**config.mk**
```make
export PLATFORM = sky130hd
export DESIGN_NAME = status_fsm
export DESIGN_NICKNAME = d
export VERILOG_FILES = /design/src/rtl/tamagotchi_pkg.sv /design/src/rtl/dwell_timer.sv /design/src/rtl/status_fsm.sv
export SDC_FILE = /design/constraint.sdc
export NUM_CORES = 1
export LEC_CHECK = 0
export CORE_MARGIN = 4
export CORE_UTILIZATION = 40
export CTS_CLUSTER_SIZE = 25
export DETAILED_ROUTE_END_ITERATION = 10
export GPL_TIMING_DRIVEN = 0
export HOLD_SLACK_MARGIN = 0.06
export PLACE_DENSITY = 0.74
export SETUP_SLACK_MARGIN = 0.5
export SYNTH_ARGS = -nofsm -noshare
export SYNTH_HDL_FRONTEND = slang
export SYNTH_SLANG_ARGS = --single-unit
```
**constraint.sdc**
```tcl
create_clock -name clk -period 3.5 [get_ports clk]
set_input_delay 1.05 -clock clk [delete_from_list [all_inputs] [get_ports clk]]
set_output_delay 1.05 -clock clk [all_outputs]
set_load 0.01 [all_outputs]
```
**src/rtl/tamagotchi_pkg.sv**
```systemverilog
// Shared status codes, need encoding and level helpers for the Tamagotchi controller
// and the level-processing stage.
package tamagotchi_pkg;

    typedef enum logic [2:0] {
        ST_FELIZ      = 3'b000,
        ST_ABURRIDO   = 3'b001,
        ST_CANSADO    = 3'b010,
        ST_DESCANSO   = 3'b011,
        ST_HAMBRIENTO = 3'b100,
        ST_ENFERMO    = 3'b101,
        ST_MUERTO     = 3'b110
    } status_e;

    typedef enum logic [1:0] {
        NEED_NONE = 2'd0,
        NEED_HAM  = 2'd1,
        NEED_CAN  = 2'd2,
        NEED_ABU  = 2'd3
    } need_e;

    localparam logic [2:0] LVL_MAX = 3'd5;

    function automatic logic [2:0] lvl_sat(input logic [2:0] lvl);
        return (lvl > LVL_MAX) ? LVL_MAX : lvl;
    endfunction

    function automatic status_e need_to_status(input need_e need);
        case (need)
            NEED_HAM: return ST_HAMBRIENTO;
            NEED_CAN: return ST_CANSADO;
            NEED_ABU: return ST_ABURRIDO;
            default:  return ST_FELIZ;
        endcase
    endfunction

endpackage

```
**src/rtl/dwell_timer.sv**
```systemverilog
// Saturating tick counter with synchronous clear; clear wins over tick.
module dwell_timer #(
    parameter int unsigned W = 4
) (
    input  logic         clk,
    input  logic         rst,
    input  logic         clr_i,
    input  logic         tick_i,
    output logic [W-1:0] cnt_o
);

    logic [W-1:0] cnt_q;

    // Count ticks, hold at all-ones.
    always_ff @(posedge clk) begin
        if (rst) begin
            cnt_q <= '0;
        end else if (clr_i) begin
            cnt_q <= '0;
        end else if (tick_i && (cnt_q != {W{1'b1}})) begin
            cnt_q <= cnt_q + W'(1);
        end else begin
            cnt_q <= cnt_q;
        end
    end

    assign cnt_o = cnt_q;

endmodule

```
**src/rtl/status_fsm.sv**
```systemverilog
// Tamagotchi mood controller: slow-tick level rules plus fast-clock user overrides,
// producing the registered status code that steers the level stage.
module status_fsm
    import tamagotchi_pkg::*;
#(
    parameter int unsigned LOW_LVL     = 1,
    parameter int unsigned NEED_LVL    = 2,
    parameter int unsigned OK_LVL      = 4,
    parameter int unsigned DWELL_TICKS = 3,
    parameter int unsigned SLEEP_TO    = 20,
    parameter int unsigned MIN_REST    = 8
) (
    input  logic       clk,
    input  logic       regrst,
    input  logic       sclk_en,
    input  logic [2:0] h,
    input  logic [2:0] d,
    input  logic [2:0] e,
    input  logic       enMue,
    input  logic       regcurar,
    input  logic       regtest,
    input  logic       dormir,
    input  logic       despertar,
    output logic [2:0] status,
    output logic       state_chg
);

    localparam int unsigned TMR_W = $clog2(((SLEEP_TO > MIN_REST) ? SLEEP_TO : MIN_REST) + 1);
    localparam int unsigned DW_W  = $clog2(DWELL_TICKS + 1);
    localparam logic [2:0]  LOW_L  = 3'(LOW_LVL);
    localparam logic [2:0]  NEED_L = 3'(NEED_LVL);
    localparam logic [2:0]  OK_L   = 3'(OK_LVL);

    status_e         status_q, status_d;
    need_e           need_q, need_d, winner_s;
    logic            state_chg_q, regtest_q;
    logic [2:0]      hs, ds, es;
    logic            lo_h, lo_d, lo_e, sick_s, same_s, dwell_go_s, test_edge_s, chg_s;
    logic            dwell_clr_s, dwell_tick_s, tmr_at_sleep_s, rest_ok_s;
    logic [31:0]     dwell_run_s;
    logic [TMR_W-1:0] tmr_cnt_s;
    logic [DW_W-1:0]  dwell_cnt_s;

    assign hs   = lvl_sat(h);
    assign ds   = lvl_sat(d);
    assign es   = lvl_sat(e);
    assign lo_h = (hs <= LOW_L);
    assign lo_d = (ds <= LOW_L);
    assign lo_e = (es <= LOW_L);
    assign sick_s = (lo_h & lo_d) | (lo_h & lo_e) | (lo_d & lo_e)
                  | (hs == 3'd0) | (ds == 3'd0) | (es == 3'd0);
    assign test_edge_s    = regtest & ~regtest_q;
    assign chg_s          = (status_d != status_q);
    assign tmr_at_sleep_s = (tmr_cnt_s == TMR_W'(SLEEP_TO - 1));
    assign rest_ok_s      = (tmr_cnt_s >= TMR_W'(MIN_REST));

    // Winning need and its dwell run length; a tick with a new winner starts a run of one.
    always_comb begin
        if (hs <= NEED_L) begin
            winner_s = NEED_HAM;
        end else if (es <= NEED_L) begin
            winner_s = NEED_CAN;
        end else if (ds <= NEED_L) begin
            winner_s = NEED_ABU;
        end else begin
            winner_s = NEED_NONE;
        end
        same_s       = (winner_s != NEED_NONE) && (winner_s == need_q);
        dwell_run_s  = same_s ? (32'(dwell_cnt_s) + 32'd2) : 32'd1;
        dwell_go_s   = (winner_s != NEED_NONE) && (dwell_run_s >= DWELL_TICKS);
        dwell_tick_s = sclk_en && same_s;
        dwell_clr_s  = chg_s || (status_q != ST_FELIZ) || (sclk_en && !same_s);
        if (chg_s) begin
            need_d = NEED_NONE;
        end else if (sclk_en && (status_q == ST_FELIZ)) begin
            need_d = winner_s;
        end else begin
            need_d = need_q;
        end
    end

    // Next status: overrides first, then per-state tick rules.
    always_comb begin
        status_d = status_q;
        if (test_edge_s) begin
            status_d = (status_q == ST_MUERTO) ? ST_FELIZ : status_e'(status_q + 3'd1);
        end else if (enMue) begin
            status_d = ST_MUERTO;
        end else if (regcurar && (status_q == ST_ENFERMO)) begin
            status_d = ST_FELIZ;
        end else begin
            case (status_q)
                ST_FELIZ: begin
                    if (sclk_en && sick_s)          status_d = ST_ENFERMO;
                    else if (sclk_en && dwell_go_s) status_d = need_to_status(winner_s);
                    else                            status_d = status_q;
                end
                ST_HAMBRIENTO: begin
                    if (sclk_en && sick_s)          status_d = ST_ENFERMO;
                    else if (sclk_en && hs >= OK_L) status_d = ST_FELIZ;
                    else                            status_d = status_q;
                end
                ST_ABURRIDO: begin
                    if (sclk_en && sick_s)            status_d = ST_ENFERMO;
                    else if (sclk_en && hs <= NEED_L) status_d = ST_HAMBRIENTO;
                    else if (sclk_en && ds >= OK_L)   status_d = ST_FELIZ;
                    else                              status_d = status_q;
                end
                ST_CANSADO: begin
                    if (sclk_en && sick_s)                         status_d = ST_ENFERMO;
                    else if (dormir || (sclk_en && tmr_at_sleep_s)) status_d = ST_DESCANSO;
                    else if (sclk_en && es >= OK_L)                status_d = ST_FELIZ;
                    else                                           status_d = status_q;
                end
                ST_DESCANSO: begin
                    if (sclk_en && es == LVL_MAX)    status_d = ST_FELIZ;
                    else if (despertar && rest_ok_s) status_d = ST_FELIZ;
                    else if (sclk_en && hs <= LOW_L) status_d = ST_HAMBRIENTO;
                    else                             status_d = status_q;
                end
                ST_ENFERMO: status_d = status_q;
                ST_MUERTO:  status_d = status_q;
                default:    status_d = ST_FELIZ;
            endcase
        end
    end

    // Registered status, change pulse, test-button history and dwell winner.
    always_ff @(posedge clk) begin
        if (regrst) begin
            status_q    <= ST_FELIZ;
            state_chg_q <= 1'b0;
            regtest_q   <= 1'b0;
            need_q      <= NEED_NONE;
        end else begin
            status_q    <= status_d;
            state_chg_q <= chg_s;
            regtest_q   <= regtest;
            need_q      <= need_d;
        end
    end

    dwell_timer #(.W(TMR_W)) u_state_tmr (
        .clk    (clk),
        .rst    (regrst),
        .clr_i  (chg_s),
        .tick_i (sclk_en),
        .cnt_o  (tmr_cnt_s)
    );

    dwell_timer #(.W(DW_W)) u_dwell_tmr (
        .clk    (clk),
        .rst    (regrst),
        .clr_i  (dwell_clr_s),
        .tick_i (dwell_tick_s),
        .cnt_o  (dwell_cnt_s)
    );

    assign status    = status_q;
    assign state_chg = state_chg_q;

endmodule

```
==> results.toml <==
[run_status]
status = "complete, no violations"

[logic_synthesis]
postSynth.asyncResetShare = 0
syn-num-nets = 180
synth_top_area_frac = 0.222
ys_types = 53
syn_area_um2 = 1260
yosys_warnings = 0
syn_avg_cell_area_um2 = 8.01
synth-seq-cells = 14
synth_top_area_cell = "dfxtp_1"
synth_edf_count = 0
synthTopCellsByArea = "dfxtp_1 (22%), nor2_1 (5.9%), ha_1 (4.9%)"
ys_seq_area_frac = 0.222
synth-main-ff-cell = "dfxtp_1"
syn_inst = 158

[placed_design]
hpwlAfterDp_um = 2500
io_buffer_count = 20
placed_cell_area_um2 = 1520
gp_congestion = 0.828

[final_layout]
final_net_count = 216
design_area_um2 = 1710
regArea_um2 = 280
utilization = 0.564
multiInputGateArea_um2 = 1010
final_common_cell = "nor2_1"
drive_gt1_frac = 0.311
layout_common_cells = "nor2_1 (18), dfxtp_1 (14), buf_4 (12)"
area_growth_pct = 35.1
n_antenna_cell = 0
fillers = 277

[drt]
drc_errors = 0
ant_nets = 0
vias_per_cell = 5.63
first_pass_iters = 5
wire_per_inst_um = 15.7
route.vias.total = 1335
wl_um = 3710
drt_iter0_drc = 61

[timing]
whs_ns = 0.517
max_freq_ghz = 0.340
finalHoldViolations = 0
tightest_slew_ns = 0.441
fin_worst_skew_ns = 0.0143
setup_tns_ns = 0
slew_viol_final = 0
setup_violations = 0
fin_crit_ns = 2.94
maxSlewHeadroom = 0.702
rsz0062_at_grt = "yes"
fin_crit_sh = 0.841

[global_route]
overflow = 0
grt_pass1_wl_um = 6130
grt_max_degree = 11
grt_util_all_layers = 0.182
grt_antenna_before_repair = 0
grt_pass1_vias = 1327

[power_and_ir_drop]
p_per_area_nw_per_um2 = 302
power_mw = 0.516
vdd_ir_drop_max_v = 0.000262
power.leakage_nw = 0.670

[critical_path]
crit_path_start_kind = "primary input"
end_kind = "flop"
worstPathArrival_ns = 3.18
crit_type = "primary input to flop"
critPathMaxFanout = 6
crit_required_ns = 3.74

[cts]
clk-insertion-delay-late_ns = 0.30
cts_made_buffers = 3
clock_sinks = 14
cts_hold_buf = 0
h-tree-depth = 1
cts_tree = "yes"
cts.clk_slew.worst_paths_ns = 0.10
cts.path.max_buffers = 2
clk_root_buffer_cell = "clkbuf_4"

[floorplanning]
start_util = 0.418
ios = 21
die_w_um = 64.2
core_um2 = 3030
die-height_um = 64.2
std_cell_rows = 20
die_area_um2 = 4130

[job]
cap_violations = 0

[worst_hold_path]
hp-class = "flop to flop"
[cell usage after synthesis (all sizes together), types with 2 or more instances]
library cell  instances
nor4b                 2
or2                   2
inv                   7
nand2b                3
a32oi                 2
nor3b                 4
nand2                 9
nor2b                 7
nor2                 20
mux2i                 3
and3b                 2
o211ai                5
xor2                  2
dfxtp                14
o21ai                11
buf                   7
ha                    5
a211oi                3
and2                  2
o31ai                 2
a22oi                 4
o32ai                 2
nand4                 2
nor3                  6
a21oi                13
xnor2                 2
a21o                  2
[power by group]
part	total, mW	switching [mW]	internal, mW
clock network	0.124	0.0609	0.0634
registers	0.173	0.00694	0.166
logic	0.218	0.116	0.103
[worst paths after layout]
path | slack, ns | start | endpoint | cells past startpoint
min | 0.52 | need_q[1] | need_q[1] | 2
min reg2reg | 0.52 | need_q[1] | need_q[1] | 2
max | 0.56 | sclk_en | u_dwell_tmr.cnt_o[0] | 10
max reg2reg | 0.70 | status[2] | u_dwell_tmr.cnt_o[0] | 11
[stage by stage]
step / setup slack, ns / instances
after floorplan: 0.520 / 158
after global placement: -0.213 / 222
after detailed placement: -0.227 / 222
after CTS: 0.512 / 234
after global routing: 0.496 / 237
final: 0.557 / 237
[logic make-up (layout without fill, tap and decap cells)]
family | count (synthesis) | count (layout) | share of synthesized area
compound gates | 49 | 49 | 0.264
xor+xnor | 4 | 4 | 0.0277
fa+ha+maj | 5 | 5 | 0.0495
buf+inv | 15 | 50 | 0.0722
flops | 14 | 14 | 0.222
mux | 4 | 4 | 0.0356
simple gates | 67 | 67 | 0.329
[routing by layer]
layer | up-vias | GRT usage | wire length [um]
li1 | 656 | - | -
met3 | 10 | 0.0475 | 241
met4 | 0 | 0.0580 | 77
met2 | 44 | 0.319 | 1880
met1 | 625 | 0.215 | 1520
met5 | - | 0 | 0
[sequential cells by signal, summed over array words and instances, names as in the netlist]
signal,flops
need_q,2
regtest_q,1
state_chg,1
status,3
u_dwell_tmr.cnt_o,2
u_state_tmr.cnt_o,5
[area by class of cell]
type / count / area share
Clock buffer: 4 / 0.0212
Tap cell: 44 / 0.0322
Inverter: 7 / 0.0154
Multi-Input combinational cell: 129 / 0.592
Timing Repair Buffer: 31 / 0.135
Buffer: 8 / 0.0403
Sequential cell: 14 / 0.164
[what timing repair did]
item / in CTS / in global routing
setup endpoints to repair: 9 / 9
setup buffers: 7 / 3
pin swaps: 12 / 10
gates cloned: 1 / 0
gates resized for setup: 44 / 19
[critical path, stage by stage]
cell,delay [ns]
buf_2,0.12
buf_6,0.12
nand2_1,0.09
o211ai_2,0.20
o32ai_2,0.11
or2_1,0.23
o311a_1,0.38
or4b_4,0.56
buf_6,0.16
nor3_4,0.16
Note: power is estimated with default switching activity, not from simulation.
